`src/rtl/alu_result_serializer.sv`:
```
// -----------------------------------------------------------------------------
// alu_result_serializer
//
// Takes each ALU result word and sends it to the UART TX path one byte at a
// time, least significant byte first, using a valid/ready handshake. One
// result is held as "active" (being sent) and one more can wait as "pending",
// so two results close together are both kept while TX is stalled.
//
// Parameters
//   Width            ALU result width. Must be a multiple of 8 and at least 8.
//
// Ports
//   clk_i            system clock; all logic runs on the rising edge
//   rst_i            asynchronous, active-high reset
//   alu_out_i        result word from the ALU stage
//   alu_valid_i      1 = alu_out_i holds a new result this cycle
//   tx_ready_i       TX consumer accepts tx_data_o this cycle
//   tx_data_o        byte to transmit
//   tx_valid_o       tx_data_o is valid; held until accepted
//   busy_o           a result is still being sent or is waiting
//   drop_pulse_o     one-cycle pulse: an incoming result was thrown away
//
// Configuration macro
//   ALU_SER_CHECKSUM_EN  When defined, each result is followed by one extra
//                        byte: the XOR of all its data bytes.
//
// States
//   IDLE | nothing to send, tx_valid_o = 0
//   SEND | sending data byte byte_idx_q of the active result
//   CHK  | sending the XOR checksum byte (ALU_SER_CHECKSUM_EN only)
// -----------------------------------------------------------------------------
module alu_result_serializer #(
  parameter int Width = 16
) (
  input  logic             clk_i,
  input  logic             rst_i,
  input  logic [Width-1:0] alu_out_i,
  input  logic             alu_valid_i,
  input  logic             tx_ready_i,
  output logic [7:0]       tx_data_o,
  output logic             tx_valid_o,
  output logic             busy_o,
  output logic             drop_pulse_o
);

  localparam int NUM_BYTES = Width / 8;
  localparam int IDX_W     = (NUM_BYTES > 1) ? $clog2(NUM_BYTES) : 1;
  localparam logic [IDX_W-1:0] LAST_IDX = IDX_W'(NUM_BYTES - 1);

  typedef enum logic [1:0] {
    IDLE = 2'd0,
    SEND = 2'd1
`ifdef ALU_SER_CHECKSUM_EN
    , CHK = 2'd2
`endif
  } state_t;

  state_t           state_q, state_d;
  logic [Width-1:0] active_q, active_d;
  logic [Width-1:0] pend_q, pend_d;
  logic             pend_full_q, pend_full_d;
  logic [IDX_W-1:0] byte_idx_q, byte_idx_d;
  logic [7:0]       tx_data_q, tx_data_d;
  logic             tx_valid_q, tx_valid_d;
  logic             busy_q, busy_d;
  logic             drop_q, drop_d;

  logic             hs;
  logic             done;

  function automatic logic [7:0] byte_sel(input logic [Width-1:0] w,
                                          input logic [IDX_W-1:0] idx);
    logic [7:0] b;
    b = '0;
    for (int i = 0; i < NUM_BYTES; i++) begin
      if (idx == IDX_W'(i)) b = w[i*8 +: 8];
    end
    return b;
  endfunction

`ifdef ALU_SER_CHECKSUM_EN
  function automatic logic [7:0] xor_bytes(input logic [Width-1:0] w);
    logic [7:0] x;
    x = '0;
    for (int i = 0; i < NUM_BYTES; i++) begin
      x = x ^ w[i*8 +: 8];
    end
    return x;
  endfunction
`endif

  always_comb begin
    state_d     = state_q;
    active_d    = active_q;
    pend_d      = pend_q;
    pend_full_d = pend_full_q;
    byte_idx_d  = byte_idx_q;
    drop_d      = 1'b0;
    done        = 1'b0;
    // tx_ready_i is only meaningful while a byte is actually offered.
    hs          = tx_valid_q & tx_ready_i;

    unique case (state_q)
      IDLE: begin
        if (alu_valid_i) begin
          active_d   = alu_out_i;
          byte_idx_d = '0;
          state_d    = SEND;
        end
      end
      SEND: begin
        if (hs) begin
          if (byte_idx_q != LAST_IDX) begin
            byte_idx_d = byte_idx_q + IDX_W'(1);
          end else begin
`ifdef ALU_SER_CHECKSUM_EN
            state_d = CHK;
`else
            done = 1'b1;
`endif
          end
        end
      end
`ifdef ALU_SER_CHECKSUM_EN
      CHK: begin
        if (hs) done = 1'b1;
      end
`endif
      default: state_d = IDLE;
    endcase

    // While busy, the result just finished is replaced straight away so that
    // tx_valid_o does not drop between results. The pending slot is older
    // than anything arriving now, so it goes first.
    if (state_q != IDLE) begin
      if (done) begin
        byte_idx_d = '0;
        if (pend_full_q) begin
          active_d = pend_q;
          state_d  = SEND;
          if (alu_valid_i) begin
            pend_d = alu_out_i;
          end else begin
            pend_full_d = 1'b0;
          end
        end else if (alu_valid_i) begin
          active_d = alu_out_i;
          state_d  = SEND;
        end else begin
          state_d = IDLE;
        end
      end else if (alu_valid_i) begin
        if (!pend_full_q) begin
          pend_d      = alu_out_i;
          pend_full_d = 1'b1;
        end else begin
          drop_d = 1'b1;
        end
      end
    end

    tx_data_d = tx_data_q;
    unique case (state_d)
      SEND:    tx_data_d = byte_sel(active_d, byte_idx_d);
`ifdef ALU_SER_CHECKSUM_EN
      CHK:     tx_data_d = xor_bytes(active_d);
`endif
      default: tx_data_d = tx_data_q;
    endcase

    tx_valid_d = (state_d != IDLE);
    busy_d     = (state_d != IDLE) | pend_full_d;
  end

  always_ff @(posedge clk_i or posedge rst_i) begin
    if (rst_i) begin
      state_q     <= IDLE;
      active_q    <= '0;
      pend_q      <= '0;
      pend_full_q <= 1'b0;
      byte_idx_q  <= '0;
      tx_data_q   <= '0;
      tx_valid_q  <= 1'b0;
      busy_q      <= 1'b0;
      drop_q      <= 1'b0;
    end else begin
      state_q     <= state_d;
      active_q    <= active_d;
      pend_q      <= pend_d;
      pend_full_q <= pend_full_d;
      byte_idx_q  <= byte_idx_d;
      tx_data_q   <= tx_data_d;
      tx_valid_q  <= tx_valid_d;
      busy_q      <= busy_d;
      drop_q      <= drop_d;
    end
  end

  assign tx_data_o    = tx_data_q;
  assign tx_valid_o   = tx_valid_q;
  assign busy_o       = busy_q;
  assign drop_pulse_o = drop_q;

endmodule

```
`config.mk`:
```
export PLATFORM = sky130hd
export DESIGN_NAME = alu_result_serializer
export DESIGN_NICKNAME = d
export VERILOG_FILES = /design/src/rtl/alu_result_serializer.sv
export SDC_FILE = /design/constraint.sdc
export NUM_CORES = 1
export LEC_CHECK = 0
export BUFFER_PORTS_ARGS = -buffer_cell sky130_fd_sc_hd__buf_2
export CAP_MARGIN = 40
export CORE_MARGIN = 4
export CORE_UTILIZATION = 51
export DETAILED_ROUTE_END_ITERATION = 10
export GPL_TIMING_DRIVEN = 0
export PLACE_DENSITY = 0.81
export SYNTH_ARGS = -nofsm -noshare
export SYNTH_HDL_FRONTEND = slang
export SYNTH_SLANG_ARGS = --single-unit
```
`constraint.sdc`:
```
create_clock -name clk_i -period 1.7 [get_ports clk_i]
set_input_delay 0.51 -clock clk_i [delete_from_list [all_inputs] [get_ports clk_i]]
set_output_delay 0.51 -clock clk_i [all_outputs]
set_load 0.03 [all_outputs]
```
==> results.sh, run 1 <==
export IMPL_wl_per_cell_um=21.4
export IMPL_finalHoldViolations=0
export IMPL_syn_cell_area_sq_mm=0.00227
export IMPL_synth_top_area_cell="dfrtp_1"
export IMPL_swShare_pct=32.7
export IMPL_track_usage_pct=22.8
export IMPL_crit_path_start_kind="flip-flop"
export IMPL_cp_end_kind="flip-flop"
export IMPL_clkPwrFrac_pct=18.8
export IMPL_htreeDepth=2
export IMPL_max_freq_ghz=0.505
export IMPL_syn_to_final_growth_pct=34.2
export IMPL_vdd_ir_drop_worst_mv=0.972
export IMPL_dieArea_sq_mm=0.00558
export IMPL_diodes=0
export IMPL_cts_inserted_buffers=5
export IMPL_arrival_ns=2.17
export IMPL_ys_types=33
export IMPL_max_cap_viol_count=0
export IMPL_fp_dieW_um=74.7
export IMPL_p_switching_mw=1.17
export IMPL_finalClockSkew_ns=0.00301
export IMPL_pwr_share_comb_pct=34.3
export IMPL_final_cell_mix="46 x dfrtp_1, 29 x buf_2, 20 x mux2_4"
export IMPL_port_buffers=29
export IMPL_p_per_area_mw_per_mm2=1170
export IMPL_via_per_inst=6.15
export IMPL_dpl_worst_slack_ns=-0.563
export IMPL_finalSetupTns_ns=-4.21
export IMPL_slew_violations=0
export IMPL_seq_power_share_pct=46.9
export IMPL_yosysWarnings=0
export IMPL_p_leak_nw=1.47
export IMPL_intPower_mw=2.40
export IMPL_synth_nets=199
export IMPL_synth_area_leaders="dfrtp_1 52%, mux2i_1 7.9%, mux2_1 7.9%"
export IMPL_drt_total_wl_um=6160
export IMPL_nNetsFinal=257
export IMPL_setup_viol=26
export IMPL_cp_max_fo=8
export IMPL_clock_path_buffers=2
export IMPL_io_pin_count=31
export IMPL_fin_util_pct=73.4
export IMPL_dp_cells=259
export IMPL_clk_pin_slew_ns=0.09
export IMPL_row_count=23
export IMPL_synth_ff_latch_count=47
export IMPL_min_period_over_period_pct=117
export IMPL_fin_area_sq_mm=0.00304
export IMPL_fin_cells=288
export IMPL_setup_ws_ns=-0.281
export IMPL_rsz0062_at_grt="yes"
export IMPL_min_path_type="in -> async"
export IMPL_grt_pass1_vias=1789
export IMPL_grt_max_degree=29
export IMPL_gp_congestion=0.828
export IMPL_finalPower_mw=3.58
export IMPL_hold_ws_ns=0.197
export IMPL_tritoncts="done"
export IMPL_drc_errors=0
export IMPL_insertion_delay_ns=0.30
export IMPL_post_route_cells_drive_above_1_share_pct=50.8
export IMPL_required_ns=1.89
export IMPL_mostFrequentLayoutCell="dfrtp_1"
export IMPL_core_sq_mm=0.00414
export IMPL_antenna_found_initial=0
export IMPL_initial_core_util_pct=54.7
export IMPL_status="finished with violations"
export IMPL_avgSynthCellArea_sq_um=12.7
export IMPL_drtIter0Drc=130
export IMPL_dr_total_vias=1770
export IMPL_grt_overflow_total=0
export IMPL_die_y_um=74.7
export IMPL_failed_checks="setup timing"
export IMPL_drtAntennaViolNets=0
export IMPL_grt_pass1_wl_um=9400
export IMPL_clock_sinks=47
export IMPL_synth_cells=179
export IMPL_dpl_cell_area_sq_mm=0.00253
export IMPL_synth_top_area_share_pct=51.9
export IMPL_clockRootBuffer="clkbuf_8"
export IMPL_hpwl_um=3530
export IMPL_synth_seq_area_share_pct=51.9
export IMPL_min_period_ns=1.98
export IMPL_critPathKind="reg -> reg"
export IMPL_drt_pre_antenna_iters=4
==> power by group through the flow <==
stage | logic (mW) | clock network [mW] | registers, mW
final | 1.23 | 0.673 | 1.68
after global routing | 1.30 | 0.721 | 1.71
after CTS | 1.01 | 0.682 | 1.66
after detailed placement | 0.878 | 0 | 1.67
after global placement | 0.840 | 0 | 1.64
after floorplan | 0.525 | 0 | 1.75
==> layer usage <==
metal	up-vias	GRT usage, %	wire, um
met4	0	8.30	79
met3	10	4.14	374
met1	902	30.5	2620
li1	790	-	-
met5	-	0	0
met2	68	37.6	3090
==> synth_stat cells <==
library cell   n
a211oi_1      15
a21o_1         2
a21oi_1        5
a221o_1       14
a221oi_1       1
a22o_1         1
and3_1         1
buf_1          1
buf_2         11
buf_4          1
buf_6          2
conb_1         1
dfrtp_1       47
inv_1          3
inv_2          2
mux2_1        16
mux2_2        14
mux2i_1       18
nand2_1        3
nand2b_1       2
nand3_2        1
nand3b_1       1
nor2_1         6
nor2b_1        1
nor3b_1        1
nor4_2         1
o2111a_1       1
o21a_1         1
o21ai_0        2
o21ai_1        1
o21ai_2        1
or2_1          1
or3_1          1
==> cells by family after synthesis <==
| logic type | after synthesis | synth area share (%) |
|---|---|---|
| buf+inv | 20 | 4.75 |
| simple gates | 19 | 4.80 |
| other cells | 1 | 0.165 |
| compound gates | 44 | 15.6 |
| mux | 48 | 22.8 |
| flops | 47 | 51.9 |
==> area by class of cell <==
class / count / area, sq um
buffer: 14 / 163
inverter: 5 / 18.8
multi-input combinational: 113 / 1170
clock buffer: 6 / 72.6
clock inverter: 2 / 12.5
tap: 50 / 62.6
fill: 273 / 1100
timing repair buffer: 51 / 367
sequential: 47 / 1180
==> sequential cells by signal, indices dropped and copies added, names as in the netlist <==
register      count
drop_pulse_o      1
pend_q           16
tx_data_o         8
active_q         16
pend_full_q       1
tx_valid_o        1
state_q           2
busy_o            1
byte_idx_q        1
==> critical path: stages, from the launching register on <==
cell and delay [ns]:
dfrtp_1 0.40, nand3_4 0.10, a21o_1 0.17, buf_6 0.14, buf_8 0.14, a221o_1 0.35, mux2_4 0.29, mux2_4 0.26
==> timing repair <==
item,in CTS,in global routing
gates resized for setup,36,27
buffers inserted,14,6
endpoints found under the hold margin,0,0
hold buffers,0,0
setup endpoints to repair,36,25
pin swaps,11,8
gates cloned,0,2
==> worst paths after layout <==
| check | startpoint | endpoint | slack [ns] | cells after the start |
|---|---|---|---|---|
| max reg2reg | byte_idx_q$_DFF_PP0_ | tx_data_o[1]$_DFFE_PP0N_ | -0.28 | 7 |
| max | byte_idx_q$_DFF_PP0_ | tx_data_o[1]$_DFFE_PP0N_ | -0.28 | 7 |
| min reg2reg | tx_data_o[0]$_DFFE_PP0N_ | tx_data_o[0]$_DFFE_PP0N_ | 0.51 | 1 |
| min in group clk_i | alu_out_i[12] | pend_q[12]$_DFFE_PP0P_ | 0.45 | 2 |
| min | rst_i | tx_data_o[2]$_DFFE_PP0N_ | 0.20 | 2 |
| max in group asynchronous | rst_i | tx_valid_o$_DFF_PP0_ | 0.99 | 3 |
(Power assumes the default switching activity.)
==> inputs of run 2 (changes only) <==
Settings changed: SETUP_SLACK_MARGIN set to 0.2.
==> run 2 against run 1 <==
  * The run still ends with setup timing left
  * Via count increased by 2.2%
  * Cell count rose by 0.69%
  * Sequential power hardly changed
  * Critical path type unchanged
  * Total power increased by 8.8%
  * Sequential share of layout area decreased by 1.9 points
  * Highest routed layer unchanged
  * Routed wire length up 0.28%
  * Worst setup slack worse by 0.052 ns
  * Cell area rose by 5.1%
==> results.sh, run 2 (synthesized netlist as in run 1, its figures left out) <==
export IMPL_dpl_cell_area_sq_mm=0.00254
export IMPL_vdd_ir_drop_worst_mv=0.880
export IMPL_grt_overflow_total=0
export IMPL_insertion_delay_ns=0.30
export IMPL_rsz0062_at_grt="yes"
export IMPL_hold_ws_ns=0.150
export IMPL_tritoncts="done"
export IMPL_min_path_type="in -> async"
export IMPL_slew_violations=0
export IMPL_track_usage_pct=21.9
export IMPL_p_leak_nw=1.54
export IMPL_wl_per_cell_um=21.3
export IMPL_max_cap_viol_count=0
export IMPL_drtAntennaViolNets=0
export IMPL_r2r_cells=7
export IMPL_clockRootBuffer="clkbuf_8"
export IMPL_drtIter0Drc=158
export IMPL_grt_pass1_wl_um=9100
export IMPL_critPathKind="reg -> reg"
export IMPL_io_pin_count=31
export IMPL_required_ns=1.89
export IMPL_diodes=0
export IMPL_swShare_pct=29.4
export IMPL_core_sq_mm=0.00414
export IMPL_cp_max_fo=8
export IMPL_p_switching_mw=1.14
export IMPL_finalPower_mw=3.89
export IMPL_clock_sinks=47
export IMPL_final_cell_mix="46 x dfrtp_1, 29 x buf_2, 22 x mux2_4"
export IMPL_dieArea_sq_mm=0.00558
export IMPL_min_period_ns=2.03
export IMPL_grt_max_degree=38
export IMPL_failed_checks="setup timing"
export IMPL_gp_congestion=0.786
export IMPL_fillCellCount=243
export IMPL_grt_pass1_vias=1826
export IMPL_drc_errors=0
export IMPL_seq_power_share_pct=43.0
export IMPL_post_route_cells_drive_above_1_share_pct=54.2
export IMPL_nNetsFinal=259
export IMPL_drt_total_wl_um=6180
export IMPL_fin_area_sq_mm=0.00320
export IMPL_port_buffers=29
export IMPL_initial_core_util_pct=54.7
export IMPL_pwr_share_comb_pct=32.5
export IMPL_crit_path_start_kind="flip-flop"
export IMPL_clock_path_buffers=2
export IMPL_intPower_mw=2.75
export IMPL_drt_pre_antenna_iters=4
export IMPL_cts_inserted_buffers=5
export IMPL_die_y_um=74.7
export IMPL_dr_total_vias=1809
export IMPL_ctsHoldBuffers=0
export IMPL_min_period_over_period_pct=120
export IMPL_via_per_inst=6.24
export IMPL_p_per_area_mw_per_mm2=1220
export IMPL_mostFrequentLayoutCell="dfrtp_1"
export IMPL_fp_dieW_um=74.7
export IMPL_finalClockSkew_ns=0.00449
export IMPL_arrival_ns=2.22
export IMPL_fin_util_pct=77.2
export IMPL_row_count=23
export IMPL_antenna_found_initial=0
export IMPL_clkPwrFrac_pct=24.5
export IMPL_setup_ws_ns=-0.333
export IMPL_htreeDepth=2
export IMPL_hpwl_um=3340
export IMPL_syn_to_final_growth_pct=41.1
export IMPL_finalSetupTns_ns=-6.01
export IMPL_setup_viol=26
export IMPL_finalHoldViolations=0
export IMPL_status="finished with violations"
export IMPL_max_freq_ghz=0.492
export IMPL_cp_end_kind="flip-flop"
export IMPL_clk_pin_slew_ns=0.08
## run 2: layout make-up
type / count / area, sq um / area share, %
Multi-Input combinational cell: 112 / 1200 / 37.7
Sequential cell: 47 / 1180 / 36.8
Timing Repair Buffer: 53 / 412 / 12.9
Buffer: 15 / 186 / 5.83
Clock buffer: 6 / 72.6 / 2.27
Tap cell: 50 / 62.6 / 1.96
Clock inverter: 2 / 60.1 / 1.88
Inverter: 5 / 22.5 / 0.704
## run 2: worst max-delay path, cell delays in order (launching register included)
cell     delay [ns]
dfrtp_1        0.40
nand3_4        0.10
a21o_1         0.21
buf_6          0.13
buf_8          0.13
a221o_1        0.40
mux2_4         0.30
mux2_4         0.26
## run 2: timing repair
item,CTS,global route
setup endpoints to repair,44,37
buffers inserted,15,6
gates resized for setup,47,26
pin swaps,7,14
gates cloned,0,2
## run 2: per-layer routing
layer | share of wire, % | global-route usage, % | up-vias
met5 | 0 | 0 | -
met4 | 2.5 | 8.50 | 0
met3 | 6.5 | 5.34 | 16
met2 | 49 | 34.6 | 71
met1 | 42 | 29.2 | 922
li1 | - | - | 800
## run 2: worst paths after layout
check / start / endpoint / slack (ns)
setup / recovery: byte_idx_q$_DFF_PP0_ / tx_data_o[1]$_DFFE_PP0N_ / -0.33
hold / removal: rst_i / drop_pulse_o$_DFF_PP0_ / 0.15
setup reg to reg: byte_idx_q$_DFF_PP0_ / tx_data_o[1]$_DFFE_PP0N_ / -0.33
hold reg to reg: tx_data_o[0]$_DFFE_PP0N_ / tx_data_o[0]$_DFFE_PP0N_ / 0.51
max in group asynchronous: rst_i / pend_q[7]$_DFFE_PP0P_ / 1.09
min in group clk_i: alu_out_i[1] / pend_q[1]$_DFFE_PP0P_ / 0.46
## run 2: power groups by stage
stage / combinational (mW) / clock [mW] / sequential [mW]
finish: 1.27 / 0.952 / 1.67
global route: 1.35 / 1.01 / 1.71
CTS: 1.10 / 0.964 / 1.66
global placement: 0.843 / 0 / 1.64
floorplan: 0.526 / 0 / 1.75
detailed placement: 0.872 / 0 / 1.66
## run 2: per-stage QoR
step                      worst slack, ns  instances
after floorplan                    -0.208        179
after global placement             -0.559        258
after detailed placement           -0.608        259
after CTS                          -0.237        282
after global routing               -0.358        290
final                              -0.333        290
==> inputs of run 3 (changes only) <==
==> constraint.sdc (replaced) <==
create_clock -name clk_i -period 1.7 [get_ports clk_i]
set_input_delay 0.34 -clock clk_i [delete_from_list [all_inputs] [get_ports clk_i]]
set_output_delay 0.34 -clock clk_i [all_outputs]
set_load 0.03 [all_outputs]
==> run 3 against run 2 <==
  * The flow still finishes with violations (setup timing)
  * Worst hold slack got worse by 0.11 ns
  * Cell count fell by 2.8%
  * Sequential share of layout area rose by 3.7 points
  * Total power fell by 6.7%
  * First-iteration DRC count fell by 53%
  * Core utilization fell by 7.0 points
  * Largest cell class is now sequential cells
  * Highest routed layer unchanged
==> results.sh, run 3 (synthesized netlist as in run 1, its figures left out) <==
export IMPL_slew_violations=0
export IMPL_grtUsageMet2_pct=32.7
export IMPL_syn_to_final_growth_pct=28.3
export IMPL_drt_total_wl_um=5310
export IMPL_drtAntennaViolNets=0
export IMPL_htreeDepth=2
export IMPL_die_y_um=74.7
export IMPL_grt_pass1_vias=1663
export IMPL_crit_path_start_kind="flip-flop"
export IMPL_drt_pre_antenna_iters=4
export IMPL_min_period_over_period_pct=114
export IMPL_gp_congestion=0.747
export IMPL_max_freq_ghz=0.516
export IMPL_wl_per_cell_um=18.8
export IMPL_post_route_cells_drive_above_1_share_pct=40.9
export IMPL_diodes=0
export IMPL_min_path_type="in -> async"
export IMPL_dieArea_sq_mm=0.00558
export IMPL_track_usage_pct=19.6
export IMPL_p_per_area_mw_per_mm2=1250
export IMPL_grt_use_met3_pct=4.14
export IMPL_clk_pin_slew_ns=0.09
export IMPL_arrival_ns=2.13
export IMPL_row_count=23
export IMPL_grt_pass1_wl_um=8200
export IMPL_hpwl_um=3410
export IMPL_busiest_layer="met2"
export IMPL_fillCellCount=292
export IMPL_cp_max_fo=8
export IMPL_clock_path_buffers=2
export IMPL_core_sq_mm=0.00414
export IMPL_dpl_cell_area_sq_mm=0.00250
export IMPL_antenna_found_initial=0
export IMPL_vdd_ir_drop_worst_mv=0.787
export IMPL_setup_viol=24
export IMPL_dpl_worst_slack_ns=-0.492
export IMPL_port_buffers=29
export IMPL_max_cap_viol_count=0
export IMPL_initial_core_util_pct=54.7
export IMPL_setup_ws_ns=-0.238
export IMPL_failed_checks="setup timing"
export IMPL_finalClockSkew_ns=0.00629
export IMPL_clockRootBuffer="clkbuf_8"
export IMPL_nNetsFinal=251
export IMPL_grt_overflow_total=0
export IMPL_fin_area_sq_mm=0.00291
export IMPL_rsz0062_at_grt="yes"
export IMPL_required_ns=1.90
export IMPL_mostFrequentLayoutCell="dfrtp_1"
export IMPL_met1_usage_pct=26.3
export IMPL_fin_cells=282
export IMPL_dr_total_vias=1700
export IMPL_min_period_ns=1.94
export IMPL_io_pin_count=31
export IMPL_via_per_inst=6.03
export IMPL_grt_max_degree=29
export IMPL_status="finished with violations"
export IMPL_cts_inserted_buffers=5
export IMPL_fp_dieW_um=74.7
export IMPL_dp_cells=259
export IMPL_final_cell_mix="46 x dfrtp_1, 32 x buf_2, 17 x mux2i_1"
export IMPL_drc_errors=0
export IMPL_ctsHoldBuffers=0
export IMPL_p_leak_nw=1.36
export IMPL_critPathKind="reg -> reg"
export IMPL_finalPower_mw=3.63
export IMPL_tritoncts="done"
export IMPL_drtIter0Drc=74
export IMPL_clock_sinks=47
export IMPL_cp_end_kind="flip-flop"
export IMPL_insertion_delay_ns=0.30
export IMPL_finalHoldViolations=0
-- run 3: stage by stage --
stage / setup TNS, ns / utilization [%] / hold WS, ns
2_1_floorplan: -2.57 / - / 0.465
3_3_place_gp: -25.66 / 59.9 / 0.475
3_5_place_dp: -9.08 / 60.4 / 0.375
4_1_cts: -2.79 / 66.4 / 0.0424
5_1_grt: -4.57 / 70.2 / 0.0714
6_report: -2.78 / 70.2 / 0.0369
-- run 3: worst max-delay path: stages, from the launching register on --
cell and delay, ns:
dfrtp_1 0.40, nand3_4 0.10, a21o_1 0.17, buf_6 0.14, buf_8 0.13, a221o_1 0.36, mux2_4 0.28, mux2_4 0.25
-- run 3: path summary, 6_finish.rpt --
check	from	to	slack, ns	cells past startpoint
hold reg to reg	pend_q[15]$_DFFE_PP0P_	pend_q[15]$_DFFE_PP0P_	0.50	1
min in group clk_i	alu_out_i[1]	pend_q[1]$_DFFE_PP0P_	0.26	2
setup / recovery	byte_idx_q$_DFF_PP0_	tx_data_o[6]$_DFFE_PP0N_	-0.24	7
hold / removal	rst_i	pend_q[1]$_DFFE_PP0P_	0.04	2
setup reg to reg	byte_idx_q$_DFF_PP0_	tx_data_o[6]$_DFFE_PP0N_	-0.24	7
max in group asynchronous	rst_i	active_q[11]$_DFF_PP0_	1.16	3
-- run 3: area by class of cell --
type / count / area (sq um) / share of cell area (%)
sequential: 47 / 1180 / 40.5
multi-input combinational: 113 / 1070 / 36.9
timing repair buffer: 44 / 299 / 10.3
buffer: 15 / 144 / 4.95
clock buffer: 6 / 72.6 / 2.49
tap: 50 / 62.6 / 2.15
clock inverter: 2 / 60.1 / 2.06
inverter: 5 / 18.8 / 0.645
-- run 3: metal layers --
layer	up-vias	wire length (um)
met5	-	0
met4	0	106
met3	11	274
met2	55	2620
met1	858	2310
li1	776	-
-- run 3: where the power goes --
part | internal (mW) | switching [mW]
sequential | 1.46 | 0.200
combinational | 0.491 | 0.513
clock | 0.588 | 0.381
-- run 3: what timing repair did --
action                     4_1_cts  5_1_grt
setup endpoints to repair       42       38
gates cloned                     0        2
hold endpoints to repair         0        0
setup buffers                    4        9
gates resized for setup         17       18
pin swaps                        4        8
